### config.mk
export PLATFORM = sky130hd
export DESIGN_NAME = issue_scheduler
export DESIGN_NICKNAME = d
export VERILOG_FILES = /design/src/rtl/issue_scheduler.sv
export SDC_FILE = /design/constraint.sdc
export NUM_CORES = 1
export LEC_CHECK = 0
export ABC_AREA = 1
export ABC_CLOCK_PERIOD_IN_PS = 4890
export CAP_MARGIN = 30
export CORE_ASPECT_RATIO = 2
export CORE_MARGIN = 4
export CORE_UTILIZATION = 49
export DETAILED_ROUTE_END_ITERATION = 10
export HOLD_SLACK_MARGIN = 0.08
export PLACE_DENSITY = 0.88
export SYNTH_ARGS = -nofsm -noshare
export SYNTH_HDL_FRONTEND = slang
export SYNTH_SLANG_ARGS = --single-unit
### constraint.sdc
create_clock -name clk -period 4.89 [get_ports clk]
set_input_delay 1.2225 -clock clk [delete_from_list [all_inputs] [get_ports clk]]
set_output_delay 1.2225 -clock clk [all_outputs]
set_load 0.02 [all_outputs]
### src/rtl/issue_scheduler.sv
// Issue controller for the 4-slot queue window: oldest-first grants to 2 ALUs, MUL, MEM.
// Define ISSUE_STATS_EN to add the stat_issued/stat_stall counters.
module issue_scheduler #(
    parameter int des       = 4,
    parameter int source1   = 4,
    parameter int source2   = 4,
    parameter int immediate = 5,
    parameter int branch_id = 3,
    parameter int MUL_LAT   = 3
) (
    input  logic                                      clk,
    input  logic                                      rst,
    input  logic [3:0]                                slot_vld,
    input  logic [3:0]                                slot_rdy,
    input  logic [15:0]                               slot_op,
    input  logic [4*des-1:0]                          slot_des,
    input  logic [4*source1-1:0]                      slot_s1,
    input  logic [4*source2-1:0]                      slot_s2,
    input  logic [4*immediate-1:0]                    slot_ime,
    input  logic [4*branch_id-1:0]                    slot_branch,
    input  logic                                      flush_en,
    input  logic [branch_id-1:0]                      flush_id,
    output logic [3:0]                                ins_in,
    output logic                                      alu0_vld,
    output logic                                      alu1_vld,
    output logic [des+source1+source2+4+immediate-1:0] alu0_bus,
    output logic [des+source1+source2+4+immediate-1:0] alu1_bus,
    output logic                                      mul_vld,
    output logic [des+source1+source2+4+immediate-1:0] mul_bus,
    output logic                                      mul_busy,
    output logic                                      mem_vld,
    output logic [des+source1+source2+4+immediate-1:0] mem_bus,
    input  logic                                      mem_ready,
    output logic [3*branch_id-1:0]                    branch_out
`ifdef ISSUE_STATS_EN
    ,
    output logic [15:0]                               stat_issued,
    output logic [15:0]                               stat_stall
`endif
);
    localparam int BW = des + source1 + source2 + 4 + immediate;

    typedef enum logic {M_IDLE, M_BUSY} mul_st_t;
    typedef enum logic {Q_IDLE, Q_REQ} mem_st_t;

    mul_st_t              mul_state;
    mem_st_t              mem_state;
    logic [2:0]           mul_cnt;
    logic [branch_id-1:0] alu0_tag, mul_tag, mem_tag;

    logic [BW-1:0]        bus [4];
    logic [branch_id-1:0] tag [4];
    logic [3:0]           cand, grant;
    logic [1:0]           a_cnt, a_sel0, a_sel1, m_sel, q_sel;
    logic                 m_g, q_g, mul_free, mem_free;

    always_comb begin
        for (int i = 0; i < 4; i++) begin
            bus[i] = {slot_des[i*des +: des], slot_s1[i*source1 +: source1],
                      slot_s2[i*source2 +: source2], slot_op[i*4 +: 4],
                      slot_ime[i*immediate +: immediate]};
            tag[i] = slot_branch[i*branch_id +: branch_id];
        end
    end

    assign cand     = slot_vld & slot_rdy & {4{~flush_en}};
    assign mul_free = (mul_state == M_IDLE);
    assign mem_free = (mem_state == Q_IDLE) || mem_ready;

    // Oldest-first scan; a blocked slot never stalls younger ones.
    always_comb begin
        grant  = '0;
        a_cnt  = '0;
        a_sel0 = '0;
        a_sel1 = '0;
        m_sel  = '0;
        q_sel  = '0;
        m_g    = 1'b0;
        q_g    = 1'b0;
        for (int i = 0; i < 4; i++) begin
            if (cand[i]) begin
                case (slot_op[i*4+2 +: 2])
                    2'b10: begin
                        if (mul_free && !m_g) begin
                            grant[i] = 1'b1;
                            m_g      = 1'b1;
                            m_sel    = i[1:0];
                        end
                    end
                    2'b11: begin
                        if (mem_free && !q_g) begin
                            grant[i] = 1'b1;
                            q_g      = 1'b1;
                            q_sel    = i[1:0];
                        end
                    end
                    default: begin
                        if (a_cnt < 2'd2) begin
                            grant[i] = 1'b1;
                            if (a_cnt == 2'd0) a_sel0 = i[1:0];
                            else               a_sel1 = i[1:0];
                            a_cnt = a_cnt + 2'd1;
                        end
                    end
                endcase
            end
        end
    end

    assign ins_in     = grant;
    assign mul_busy   = (mul_state == M_BUSY);
    assign branch_out = {alu0_tag, mul_tag, mem_tag};

    always_ff @(posedge clk) begin
        if (rst) begin
            alu0_vld  <= 1'b0;
            alu1_vld  <= 1'b0;
            alu0_bus  <= '0;
            alu1_bus  <= '0;
            alu0_tag  <= '0;
            mul_vld   <= 1'b0;
            mul_bus   <= '0;
            mul_tag   <= '0;
            mul_cnt   <= '0;
            mul_state <= M_IDLE;
            mem_vld   <= 1'b0;
            mem_bus   <= '0;
            mem_tag   <= '0;
            mem_state <= Q_IDLE;
        end else begin
            alu0_vld <= (a_cnt != 2'd0);
            alu1_vld <= (a_cnt == 2'd2);
            if (a_cnt != 2'd0) begin
                alu0_bus <= bus[a_sel0];
                alu0_tag <= tag[a_sel0];
            end
            if (a_cnt == 2'd2) alu1_bus <= bus[a_sel1];

            mul_vld <= m_g;
            if (m_g) begin
                mul_bus <= bus[m_sel];
                mul_tag <= tag[m_sel];
                // A 1-cycle multiplier never enters BUSY so muls can go back-to-back.
                if (MUL_LAT > 1) begin
                    mul_state <= M_BUSY;
                    mul_cnt   <= 3'(MUL_LAT - 1);
                end
            end else if (mul_state == M_BUSY) begin
                if ((flush_en && mul_tag == flush_id) || mul_cnt == 3'd0)
                    mul_state <= M_IDLE;
                else
                    mul_cnt <= mul_cnt - 3'd1;
            end

            if (q_g) begin
                mem_state <= Q_REQ;
                mem_vld   <= 1'b1;
                mem_bus   <= bus[q_sel];
                mem_tag   <= tag[q_sel];
            end else if (mem_state == Q_REQ &&
                         (mem_ready || (flush_en && mem_tag == flush_id))) begin
                mem_state <= Q_IDLE;
                mem_vld   <= 1'b0;
            end
        end
    end

`ifdef ISSUE_STATS_EN
    logic [2:0]  pop;
    logic [16:0] isum;

    assign pop  = 3'(grant[0]) + 3'(grant[1]) + 3'(grant[2]) + 3'(grant[3]);
    assign isum = {1'b0, stat_issued} + 17'(pop);

    always_ff @(posedge clk) begin
        if (rst) begin
            stat_issued <= '0;
            stat_stall  <= '0;
        end else begin
            stat_issued <= isum[16] ? 16'hFFFF : isum[15:0];
            if (|cand && grant == 4'b0 && stat_stall != 16'hFFFF)
                stat_stall <= stat_stall + 16'd1;
        end
    end
`endif

endmodule

==> results of run 1 <==
area by class of cell:
class	count	area [µm²]
inverters	180	678
diodes	1	2.50
repair buffers	253	2500
well taps	198	248
clock inverters	6	93.8
flip-flops and latches	101	2020
multi-input cells	947	4480
clock buffers	10	239
fillers	1367	4950
cells in the mapped netlist (all sizes together) (8+ instances only):
| cell | count |
|---|---|
| a21oi | 31 |
| buf | 46 |
| clkbuf | 43 |
| dfxtp | 101 |
| ha | 8 |
| inv | 176 |
| nand2 | 347 |
| nand3 | 315 |
| nand3b | 10 |
| nor2 | 114 |
| o211ai | 24 |
| o21ai | 81 |
registers in the layout, summed over array words and instances, names as in the netlist:
signal / cells
alu1_vld: 1
alu0_tag: 3
mul_tag: 3
mem_state: 1
mul_cnt: 3
alu1_bus: 21
mul_vld: 1
mul_busy: 1
mem_bus: 21
mul_bus: 21
alu0_vld: 1
mem_tag: 3
alu0_bus: 21
path summary, 6_finish.rpt:
check	cells past startpoint	end	from	slack (ps)
worst max-delay path	10	ins_in[2]	flush_en	190
worst min-delay path	2	mul_bus[7]	mul_bus[7]	440
worst max register to register	13	mem_bus[17]	mem_state	2180
worst min register to register	2	mul_bus[7]	mul_bus[7]	440
what timing repair did:
item	4_1_cts	5_1_grt
gates resized for setup	1	4
endpoints found under the hold margin	0	0
endpoints found under the setup margin	1	2
layer usage:
| layer | vias up | part of all wire [%] | track usage [%] | routed length [µm] |
|---|---|---|---|---|
| met3 | 233 | 9.7 | 6.92 | 2950 |
| met2 | 676 | 46 | 54.4 | 14000 |
| li1 | 4574 | - | - | - |
| met1 | 4284 | 34 | 39.1 | 10400 |
| met5 | - | 0 | 0 | 0 |
| met4 | 0 | 9.8 | 29.0 | 2970 |
critical path: cells and delay by family:
kind	cells	cell delay, ps
adders and majority gates	1	210
and+or+nand+nor	5	470
buffers and inverters	4	1560
through the flow:
stage          util [%]  std cells
2_1_floorplan         -       1317
3_3_place_gp       65.2       1678
3_5_place_dp       65.3       1679
4_1_cts            67.5       1695
5_1_grt            67.5       1696
6_report           67.5       1696
power by group through the flow:
stage | clock, mW | sequential (mW) | combinational, mW
floorplan | 0 | 0.991 | 0.303
global placement | 0 | 0.933 | 0.684
detailed placement | 0 | 0.933 | 0.696
CTS | 0.805 | 0.915 | 0.701
global route | 0.839 | 0.921 | 0.768
finish | 0.801 | 0.916 | 0.708
cell families after synthesis:
logic type / count (synthesis) / synth area share (%)
AND/OR/NAND/NOR: 795 / 46.7
buffers and inverters: 269 / 14.4
AO/OA/AOI/OAI: 140 / 10.4
flip-flops: 101 / 26.7
adder cells (fa/ha/maj): 8 / 1.32
XOR/XNOR: 4 / 0.463
==> flow_metrics.tcl, run 1 <==
set metrics [dict create \
    synth_area_leaders "dfxtp_1, nand3_1, nand2_1, inv_1, nor2_1" \
    path_cells "clkdlybuf4s50_1 > inv_4 > nand3_4 > nor2_2 > ha_1 > nand2_2 > buf_6 > nor2_1 > nor3_1 > clkdlybuf4s50_1" \
    crit_path_start_kind "input pin" \
    syn_inst 1317 \
    outcome "completed" \
    pre_cts_slack_ps -143 \
    ys_async_sr_fraction_pct 0 \
    synth-seq-cells 101 \
    ir_drop_uv 238 \
    ys.flop_type "dfxtp_1" \
    vias 9767 \
    nets 1611 \
    worst_slack_ps 188 \
    cpMostUsedCell "clkdlybuf4s50_1" \
    criticalPathCategory "in2out" \
    synth_area_um2 7570 \
    cts.path.max_buffers 2 \
    place_congestion 0.925 \
    hp-class "reg2reg" \
    power_per_cell_area_nw_per_um2 236 \
    power_switching_uw 773 \
    cts_buffers 9 \
    p_total_mw 2.43 \
    drt_iter0_markers 1108 \
    setup_tns_ps 0 \
    antenna_left 0 \
    ys_seq_area_share_pct 26.7 \
    drtPass1Iterations 6 \
    hold_buffers 0 \
    cp.required_ps 3670 \
    grt_pass1_wl_um 47500 \
    clock-sinks 101 \
    timing.fmax_ghz 0.213 \
    syn_to_final_growth_pct 35.6 \
    cts_setup_buffers 0 \
    cts_tree "built" \
    grt_pass1_vias 9313 \
    hold_viol 0 \
    drv_slew 0 \
    leakagePower_nw 4.98 \
    drcViolationCount 0 \
    end_kind "output port" \
    crit_slowest_cell "clkdlybuf4s50_1" \
    internal-power_mw 1.65 \
    drive_above_1_share_pct 6.08 \
    tightest_slew_ps 606 \
    clkPwrFrac_pct 33.0 \
    core_um2 15200 \
    rows 64 \
    slowest_delay_ps 630 \
    final_area_um2 10300 \
    htree_levels 3 \
    dieWidth_um 95.9 \
    synth_edf_count 0 \
    yosysWarnings 0 \
    setup_viol 0 \
    grt_max_degree 58 \
    antenna_found_initial 1 \
    switching_share_pct 31.9 \
    crit_path_max_fanout 45 \
    placed_cell_area_um2 9930 \
    start_util_pct 49.8 \
    layout_commonest_cell "nand2_1" \
    power_frac_seq_pct 37.8 \
    layout_min_cycle_time_ps 4700 \
    die-area_um2 17600 \
    comb_power_share_pct 29.2 \
    min_period_over_period_pct 96.2 \
    synth_cell_type_count 36 \
    cap_violations 0 \
    port_buffers 212 \
    worstPathArrival_ps 3480 \
    hold_slack_ps 438 \
    dp.final_hpwl_um 21100 \
    slew_headroom_pct 59.6 \
    drt_wl_total_um 30300 \
    cts_root_buf "clkbuf_16" \
    syn_area_per_cell_um2 5.75 \
    viasPerCell 5.76 \
    overflow 0 \
    syn-num-nets 1436 \
    die_h_um 184 \
    io_pins 213 \
    synth_top_cell_by_area "dfxtp_1" \
    rsz0062_at_grt "false" \
    grt_usage_pct 34.5 \
    insertion_delay_ps 360 \
    netlist.area_leader.share_pct 26.7 \
    fin_skew_ps 10.8 \
    clk_pin_slew_worst_paths_ps 70 \
    detail_route.wl_per_cell_um 17.9 \
    final_cell_mix "nand2_1, nand3_1, clkdlybuf4s50_1" \
]
No activity file was read; power rests on OpenSTA's default activity.
==> run 2: changes to the inputs <==
Settings changed: CORE_UTILIZATION 49 to 50, CTS_BUF_LIST set to sky130_fd_sc_hd__clkbuf_4 sky130_fd_sc_hd__clkbuf_8, PLACE_DENSITY 0.88 to 0.89.
==> flow_metrics.tcl, run 2 (synthesis gave the netlist of run 1 again) <==
set metrics [dict create \
    antenna_found_initial 0 \
    n_antenna_cell 0 \
    grt_max_degree 54 \
    finish.utilization_pct 68.4 \
    grt_pass1_vias 9203 \
    slew_headroom_pct 45.4 \
    rows 63 \
    cts_resized 1 \
    setup_viol 0 \
    outcome "completed" \
    crit_path_max_fanout 6 \
    drt_iter0_markers 1020 \
    min_period_over_period_pct 96.5 \
    cts_setup_buffers 0 \
    worstPathArrival_ps 3490 \
    place_congestion 0.953 \
    dp.final_hpwl_um 21100 \
    layout_commonest_cell "nand2_1" \
    vias 9752 \
    grt_pass1_wl_um 46900 \
    path_cells "clkdlybuf4s50_1 > inv_4 > buf_4 > nand3_2 > nor2_1 > nor3_1 > a21oi_1 > nor3_1 > clkdlybuf4s50_1" \
    end_kind "output port" \
    nets 1608 \
    io_pins 213 \
    grt_usage_pct 34.2 \
    num-fill-cells 1409 \
    die_h_um 182 \
    clock-sinks 101 \
    setup_tns_ps 0 \
    insertion_delay_ps 390 \
    cts_buffers 9 \
    start_util_pct 51.1 \
    drive_above_1_share_pct 5.82 \
    viasPerCell 5.77 \
    die-area_um2 17300 \
    leakagePower_nw 4.92 \
    layout_min_cycle_time_ps 4720 \
    drt_wl_total_um 29700 \
    cp.required_ps 3670 \
    criticalPathCategory "in2out" \
    cts.path.max_buffers 2 \
    cts_root_buf "clkbuf_8" \
    hp-class "reg2reg" \
    drv_slew 0 \
    core_um2 14800 \
    hold_viol 0 \
    detail_route.wl_per_cell_um 17.6 \
    power_per_cell_area_nw_per_um2 216 \
    port_buffers 212 \
    cp_num_buf_inv 4 \
    syn_to_final_growth_pct 34.0 \
    critPathTopFamily "buffers and inverters" \
    final_cell_mix "nand2_1, nand3_1, clkdlybuf4s50_1" \
    drcViolationCount 0 \
    fin_skew_ps 13.2 \
    crit_path_start_kind "input pin" \
    cts_tree "built" \
    rsz0062_at_grt "false" \
    hold_buffers 0 \
    antenna_left 0 \
    clk_pin_slew_worst_paths_ps 120 \
    drtPass1Iterations 9 \
    ir_drop_uv 155 \
    crit_slowest_cell "clkdlybuf4s50_1" \
    htree_levels 3 \
    tightest_slew_ps 818 \
    dieWidth_um 95.0 \
    overflow 0 \
    cap_violations 0 \
    slowest_delay_ps 630 \
    timing.fmax_ghz 0.212 \
]
-- run 2: cell count changes in the layout (fill, tap and decap cells not counted), moves of 2 or more --
cell and change:
clkbuf_16 -9, clkinv_4 -2, clkbuf_8 +8, buf_4 -3
bufinv_16 -2, inv_6 +2, clkinv_8 +4
-- run 2: power by group --
| group | switching (mW) | leakage (nW) | internal [mW] |
|---|---|---|---|
| clock | 0.364 | 0.106 | 0.208 |
| combinational | 0.399 | 3.99 | 0.308 |
| sequential | 0.0355 | 0.825 | 0.879 |
-- run 2: cell type report --
class	count	area, µm²	area share [%]
Sequential cell	101	2020	19.9
Clock buffer	9	124	1.22
Inverter	180	678	6.69
Tap cell	195	244	2.41
Multi-Input combinational cell	947	4490	44.3
Timing Repair Buffer	250	2490	24.6
Clock inverter	7	91.3	0.900
-- run 2: metal layers --
metal	vias up	track usage, %	share of wire, %
met5	-	0	0
met4	0	22.0	6.9
met3	176	7.46	11
met2	702	55.5	48
met1	4308	39.7	34
li1	4566	-	-
-- run 2: worst paths after layout --
kind | slack, ps | startpoint | end | cells after the start
min | 450 | mul_bus[7] | mul_bus[7] | 2
max | 170 | flush_en | ins_in[2] | 9
max reg2reg | 2270 | mul_busy | mul_bus[1] | 11
min reg2reg | 450 | mul_bus[7] | mul_bus[7] | 2
-- run 2: worst reg2reg max path, delay by kind of cell (launching register included) --
kind | cells | cell delay [ps]
flops | 1 | 400
simple gates | 9 | 1580
buf+inv | 2 | 570
-- run 2: per-stage QoR --
step	area, µm²	setup slack [ps]	instances	power [mW]	hold WS [ps]
after CTS	10100	177	1689	2.19	452
final	10100	173	1689	2.19	449
after floorplan	7570	566	1317	1.29	445
after detailed placement	9930	-59.8	1673	1.63	434
after global placement	9910	-24.3	1672	1.62	416
after global routing	10100	56.1	1689	2.29	468
